`src/rtl/wb_pipe_unit.sv`:
```
// wb_pipe_unit: write-back stage that selects and formats result data, drives the
// register-file write port and forwarding bus, and counts retired instructions.
//   clk, rst_n            : clock, asynchronous active-low reset
//   in_valid / in_ready   : MEM-side handshake (in_ready = !stall)
//   in_wb_sel             : 00 ALU, 01 MEM, 10 LINK, 11 IMM
//   in_reg_write, in_rd   : write intent and destination register
//   in_alu_result, in_mem_data, in_link, in_imm : candidate results
//   in_load_byte, in_load_signed, in_byte_hi    : half-width load formatting
//   stall, flush          : hold the stage / discard the held entry
//   rf_we, rf_waddr, rf_wdata      : register-file write port
//   fwd_valid, fwd_rd, fwd_data    : forwarding bus (ignores stall)
//   retired_count         : saturating retire counter
module wb_pipe_unit #(
   parameter int DATA_W     = 16,
   parameter int REG_ADDR_W = 3,
   parameter int CNT_W      = 16
) (
   input  logic                  clk,
   input  logic                  rst_n,
   input  logic                  in_valid,
   output logic                  in_ready,
   input  logic [1:0]            in_wb_sel,
   input  logic                  in_reg_write,
   input  logic [REG_ADDR_W-1:0] in_rd,
   input  logic [DATA_W-1:0]     in_alu_result,
   input  logic [DATA_W-1:0]     in_mem_data,
   input  logic [DATA_W-1:0]     in_link,
   input  logic [DATA_W-1:0]     in_imm,
   input  logic                  in_load_byte,
   input  logic                  in_load_signed,
   input  logic                  in_byte_hi,
   input  logic                  stall,
   input  logic                  flush,
   output logic                  rf_we,
   output logic [REG_ADDR_W-1:0] rf_waddr,
   output logic [DATA_W-1:0]     rf_wdata,
   output logic                  fwd_valid,
   output logic [REG_ADDR_W-1:0] fwd_rd,
   output logic [DATA_W-1:0]     fwd_data,
   output logic [CNT_W-1:0]      retired_count
);
   localparam int H = DATA_W / 2;

   logic                  valid_q, we_q;
   logic [REG_ADDR_W-1:0] rd_q;
   logic [DATA_W-1:0]     data_q;
   logic                  accept, writes;
   logic [H-1:0]          byte_sel;
   logic [DATA_W-1:0]     byte_ext, mem_fmt, wb_data;

   assign in_ready  = !stall;
   assign accept    = in_valid && in_ready;
   assign byte_sel  = in_byte_hi ? in_mem_data[DATA_W-1:H] : in_mem_data[H-1:0];
   assign byte_ext  = {{H{in_load_signed & byte_sel[H-1]}}, byte_sel};
   assign mem_fmt   = in_load_byte ? byte_ext : in_mem_data;
   assign wb_data   = in_wb_sel == 2'b00 ? in_alu_result :
                      in_wb_sel == 2'b01 ? mem_fmt :
                      in_wb_sel == 2'b10 ? in_link : in_imm;
   // register 0 is hard-wired, so an entry targeting it never writes or forwards
   assign writes    = valid_q && we_q && (rd_q != '0);
   assign rf_we     = writes && !stall;
   assign rf_waddr  = rd_q;
   assign rf_wdata  = data_q;
   assign fwd_valid = writes;
   assign fwd_rd    = rd_q;
   assign fwd_data  = data_q;

   always_ff @(posedge clk or negedge rst_n) begin
      if (!rst_n) begin
         valid_q       <= 1'b0;
         we_q          <= 1'b0;
         rd_q          <= '0;
         data_q        <= '0;
         retired_count <= '0;
      end else begin
         if (flush) valid_q <= 1'b0;
         else if (!stall) valid_q <= accept;
         if (accept && !flush) begin
            we_q   <= in_reg_write;
            rd_q   <= in_rd;
            data_q <= wb_data;
         end
         if (valid_q && !stall && !flush && retired_count != '1)
            retired_count <= retired_count + 1'b1;
      end
   end
endmodule

```
`config.mk`:
```
export PLATFORM = sky130hd
export DESIGN_NAME = wb_pipe_unit
export DESIGN_NICKNAME = d
export VERILOG_FILES = /design/src/rtl/wb_pipe_unit.sv
export SDC_FILE = /design/constraint.sdc
export NUM_CORES = 1
export LEC_CHECK = 0
export ABC_AREA = 0
export ABC_CLOCK_PERIOD_IN_PS = 2100
export CORE_MARGIN = 5
export CORE_UTILIZATION = 40
export CTS_CLUSTER_DIAMETER = 30
export DETAILED_ROUTE_END_ITERATION = 6
export DONT_BUFFER_PORTS = 1
export PLACE_DENSITY = 0.53
export SYNTH_ARGS = -nofsm -noshare
export SYNTH_HDL_FRONTEND = slang
export SYNTH_SLANG_ARGS = --single-unit
```
`constraint.sdc`:
```
create_clock -name clk -period 2.1 [get_ports clk]
set_input_delay 0.21 -clock clk [delete_from_list [all_inputs] [get_ports clk]]
set_output_delay 0.21 -clock clk [all_outputs]
set_load 0.03 [all_outputs]
```
==> impl_metrics.toml, run 1 <==
[power_and_ir_drop]
powerDensity_nw_per_um2 = 886
p_leak_nw = 1.16
worst_ir_drop_vdd_mv = 0.447

[critical_path]
ff2ff_path_depth = 4
start_kind = "flip-flop"
reg2reg_to = "retired_count[12]"
cp.required_ps = 1890
arrival_ps = 1590
path_max_fanout = 4
critPathKind = "reg2out"
startpoint = "fwd_rd[2]"
endpoint = "rf_we"
worst_setup_path_end_kind = "primary output"
worstReg2RegStart = "valid_q"
r2r_slack_ps = 370

[timing]
finalSetupTns_ps = 0
fin_crit_sh_pct = 85.9
setup_viol = 0
hold_slack_ps = 25.1
hold_violations = 0
period_needed_ps = 1800
final_max_slew_viol_count = 0
max_freq_mhz = 554
slew-limit-headroom_pct = 55.4
worst_slew_pin_slew_ps = 668
rsz0062_at_grt = "false"
finalClockSkew_ps = 3.80

[clocking]
ctsResizeCount = 0
clk_path_buf_depth = 2
clk_pin_slew_ps = 80
ctsHoldBuffers = 3
clock_latency_ps = 290
cts-root-buf = "clkbuf_8"
cts-htree-levels = 2
cts_buffers = 5
cts_setup_buffers = 0
cts.sinks = 37
cts_tree = "built"

[die]
die-area_um2 = 7600
rows = 28
start_util_pct = 40.7
die_h_um = 87.2
die_x_um = 87.2
fp.coreArea_um2 = 5850
io_pins = 135

[drt]
post-route-drc-count = 0
drt-initial-drc-count = 60
first_pass_iters = 6
drt-vias-per-instance = 5.79
wire_per_inst_um = 20.3
vias = 1761
postRouteAntennaNets = 0
routed_wl_um = 6170

[yosys]
syn_nets = 307
synth_cell_type_count = 38
seq_area_frac_synth_pct = 38.9
synth_seq_cells = 37
syn-mean-instance-area_um2 = 10.4
ys_warn_count = 0
syn_inst = 228
syn_area_um2 = 2380

[outcome]
status = "completed"

[hold_path]
min_path_cells = 2
hp-class = "in2reg"

[cells_and_area]
regArea_um2 = 926
antenna_cells = 0
final_cell_mix = "dfrtp_1, nand2_1, nand3_1"
nNetsFinal = 307
multi_input_area_um2 = 1260
drive_gt1_share_pct = 26.2
n_fill_cell = 557
syn_to_final_growth_pct = 8.72
final_common_cell = "dfrtp_1"

[placed_design]
io_buffer_count = 0
place_congestion = 0.824
dp_hpwl_um = 4900

[grt]
grt_pass1_wl_um = 9870
grt_antenna_before_repair = 0
track_usage_pct = 16.7
overflow = 0
grt_pass1_vias = 1962
grt_max_degree = 38

[run]
maxCapViolations = 0
## worst min-delay path by stage
| stage | start | end | slack, ps |
|---|---|---|---|
| 5_1_grt | in_reg_write | we_q | 20 |
| 4_1_cts | in_rd[0] | fwd_rd[0] | 20 |
| 2_1_floorplan | rst_n | fwd_data[0] | -90 |
| 3_5_place_dp | rst_n | retired_count[2] | -80 |
| 6_report | in_rd[1] | fwd_rd[1] | 30 |
| 3_3_place_gp | rst_n | retired_count[2] | -80 |
## stage by stage
| step | instance area [µm²] | util [%] | power [W] | setup slack [ps] | instances |
|---|---|---|---|---|---|
| floorplan | 2380 | - | 0.00163 | 299 | 228 |
| global placement | 2430 | 41.6 | 0.00164 | 436 | 293 |
| detailed placement | 2430 | 41.6 | 0.00165 | 382 | 293 |
| finish | 2590 | 44.2 | 0.00229 | 296 | 304 |
| CTS | 2590 | 44.2 | 0.00232 | 277 | 304 |
| global route | 2590 | 44.2 | 0.00240 | 256 | 304 |
## metal layers
layer | part of all wire [%] | up-vias | GRT usage, %
met5 | 0 | - | 0
met4 | 1.8 | 0 | 5.72
met1 | 38 | 855 | 18.3
met2 | 51 | 88 | 29.3
met3 | 10 | 11 | 6.81
li1 | - | 807 | -
## area by class of cell
type	count	share of cell area, %
Clock buffer	7	3.33
Timing Repair Buffer	22	7.06
Multi-Input combinational cell	159	48.6
Sequential cell	37	35.8
Tap cell	75	3.62
Inverter	3	0.435
Clock inverter	1	1.16
## cells by family (layout without fill, tap and decap cells)
| kind of cell | after synthesis | in the layout | share of synthesized area [%] |
|---|---|---|---|
| multiplexers | 29 | 29 | 19.8 |
| AO/OA/AOI/OAI | 22 | 22 | 7.30 |
| buffers and inverters | 32 | 33 | 8.25 |
| flip-flops | 37 | 37 | 38.9 |
| adder cells (fa/ha/maj) | 1 | 1 | 0.525 |
| AND/OR/NAND/NOR | 96 | 96 | 21.2 |
| XOR/XNOR | 11 | 11 | 4.05 |
## sequential cells by signal, indices dropped and copies added, names as in the netlist
name,count
valid_q,1
fwd_rd,3
we_q,1
fwd_data,16
retired_count,16
## worst max-delay path: stages, from the launching register on
cell     delay [ps]
dfrtp_1         620
o311a_1         410
and2_1          270
## cell usage after synthesis
cell	count	share of area, %
dfrtp_1	37	39
nand2_1	34	5.4
nand3_1	21	4.4
buf_4	20	6.3
mux2_4	15	9.5
nand2b_1	9	2.4
a221o_1	8	3.4
mux4_2	8	7.6
o21ai_0	8	1.7
nand4_1	7	1.8
xnor2_1	7	2.6
clkbuf_1	6	0.95
mux2_2	5	2.4
and2_1	4	1.1
and3_1	4	1.1
nor2_1	4	0.63
xor2_1	4	1.5
and4_1	3	1.1
a31oi_1	2	0.53
buf_1	2	0.32
inv_1	2	0.32
nor2b_1	2	0.53
a311oi_2	1	0.63
and4b_1	1	0.42
buf_2	1	0.21
ha_1	1	0.53
inv_2	1	0.16
mux2i_1	1	0.42
nand2_4	1	0.47
nor2_2	1	0.26
nor3_1	1	0.21
nor3_2	1	0.42
nor3b_1	1	0.32
nor4b_1	1	0.37
o21a_1	1	0.32
o311a_1	1	0.42
o311ai_0	1	0.37
or3b_1	1	0.37
## power breakdown
group,internal [W],switching [W]
Sequential,0.000812,0.000403
Combinational,0.000202,0.000230
Clock,0.000387,0.000257
Total,0.00140,0.000890
Power figures use the tool's default switching activity.
==> inputs of run 2 (changes only) <==
- SLEW_MARGIN: not set -> 25
==> results of run 2 <==
Final layout, timing and power as in run 1 (identical DEF).
==> inputs of run 3 (changes only) <==
- GPL_TIMING_DRIVEN: not set -> 0
==> run 3 against run 2 <==
Via count grew 1.2%. Die area is the same. Largest cell class unchanged. Sequential share of layout area shrank 0.52 points. Combinational power grew 31%. Utilization grew 0.77 points. Power grew 3.3%.
==> impl_metrics.toml, run 3 (synthesis results as in run 1) <==
[hold_path]
worstHoldStart = "in_reg_write"
hold_end = "we_q"
hp-class = "in2reg"
min_path_cells = 2

[clocking]
clock_latency_ps = 290
cts.sinks = 37
cts-htree-levels = 2
cts_buffers = 5
cts-root-buf = "clkbuf_8"
cts_setup_buffers = 0
cts_tree = "built"
clk_path_buf_depth = 2
clk_pin_slew_ps = 80

[timing]
rsz0062_at_grt = "false"
slew-limit-headroom_pct = 50.0
finalClockSkew_ps = 0.929
setup_viol = 0
finalSetupTns_ps = 0
final_max_slew_viol_count = 0
period_needed_ps = 1890
max_freq_mhz = 529
fin_crit_sh_pct = 90.0
worst_slew_pin_slew_ps = 750
hold_violations = 0

[placed_design]
io_buffer_count = 0
place_congestion = 0.768
dp_hpwl_um = 5010
place_inst = 303

[die]
fp.coreArea_um2 = 5850
io_pins = 135
start_util_pct = 40.7
die_h_um = 87.2
rows = 28
die-area_um2 = 7600
die_x_um = 87.2

[cells_and_area]
final_common_cell = "dfrtp_1"
drive_gt1_share_pct = 26.8
n_fill_cell = 560
nNetsFinal = 317
final-instance-count-excl-fill = 314
final_cell_mix = "dfrtp_1, nand2_1, nand3_1"
antenna_cells = 0
syn_to_final_growth_pct = 10.6

[grt]
track_usage_pct = 16.3
grt_max_degree = 38
overflow = 0
grt_pass1_vias = 1852
grt_antenna_before_repair = 0
grt_pass1_wl_um = 9650

[critical_path]
cp.required_ps = 1890
crit_family = "compound AO/OA/AOI/OAI gates"
path_buf_inv = 0
slowest_stage = "o311a_1"
path_max_fanout = 4
crit_cells = 2
ff2ff_path_depth = 5
path_cells = "o311a_1 > and2_1"
critPathKind = "reg2out"
arrival_ps = 1680
worstReg2RegStart = "retired_count[0]"
worst_setup_path_end_kind = "primary output"
reg2reg_to = "retired_count[1]"
r2r_slack_ps = 250
cp_slowest_stage_delay_ps = 540
start_kind = "flip-flop"

[drt]
routed_wl_um = 6310
wire_per_inst_um = 20.1
drt-vias-per-instance = 5.68
vias = 1782
post-route-drc-count = 0
first_pass_iters = 4
drt-initial-drc-count = 39
postRouteAntennaNets = 0

[power_and_ir_drop]
clkPwrFrac_pct = 27.2
power_switching_share_pct = 38.2
p_comb_share_pct = 23.9
p_seq_share_pct = 49.0
worst_ir_drop_vdd_mv = 0.427
p_leak_nw = 1.17
switchingPower_w = 0.000904
powerDensity_nw_per_um2 = 899
p_int_w = 0.00146
power.total_w = 0.00237

[outcome]
status = "completed"

[run]
maxCapViolations = 0
-- run 3: changes by cell type in the layout (fill, tap and decap cells not counted) --
cell,previous run,this run
buf_1,0,2
buf_2,0,1
buf_4,19,20
clkbuf_1,1,7
dfrtp_1,37,35
dfrtp_2,0,2
-- run 3: metal layers --
layer	up-vias	part of all wire [%]	GRT usage [%]	wire length [µm]
li1	823	-	-	-
met1	872	37	18.6	2310
met2	79	51	26.5	3190
met3	8	11	8.23	707
met4	0	1.6	5.44	102
met5	-	0	0	0
-- run 3: cell type report --
type,instances,area [µm²],area share (%)
buffer,29,185,7.03
clock buffer,7,86.3,3.28
clock inverter,1,30.0,1.14
inverter,3,11.3,0.428
multi-input combinational,159,1260,47.8
sequential,37,928,35.2
tap,75,93.8,3.56
timing repair buffer,3,40.0,1.52
-- run 3: per-stage QoR --
| step | instance area, µm² | hold slack (ps) | utilization, % | worst slack, ps |
|---|---|---|---|---|
| 2_1_floorplan | 2380 | -85.6 | - | 299 |
| 3_3_place_gp | 2470 | -84.7 | 42.3 | 176 |
| 3_5_place_dp | 2470 | -84.6 | 42.3 | 168 |
| 4_1_cts | 2630 | 12.2 | 45.0 | 152 |
| 5_1_grt | 2630 | 22.3 | 45.0 | 117 |
| 6_report | 2630 | 20.6 | 45.0 | 211 |
-- run 3: power by group through the flow --
stage,clock network (W),logic [W],registers (W)
after global placement,0,0.000543,0.00117
after floorplan,0,0.000503,0.00113
after detailed placement,0,0.000550,0.00118
after global routing,0.000689,0.000610,0.00118
final,0.000643,0.000565,0.00116
after CTS,0.000664,0.000573,0.00116
-- run 3: repair_timing --
| item | 4_1_cts | 5_1_grt |
|---|---|---|
| endpoints found under the hold margin | 38 | 0 |
| hold buffers | 3 | 0 |
| resized for setup | 0 | 2 |
| setup endpoints to repair | 0 | 1 |
-- run 3: worst max path at each step --
stage / start / to / slack, ps
floorplan: retired_count[0] / retired_count[1] / 300
global placement: retired_count[0] / retired_count[1] / 180
detailed placement: retired_count[0] / retired_count[4] / 170
CTS: retired_count[0] / retired_count[4] / 150
global route: retired_count[1] / retired_count[4] / 120
finish: fwd_rd[1] / rf_we / 210
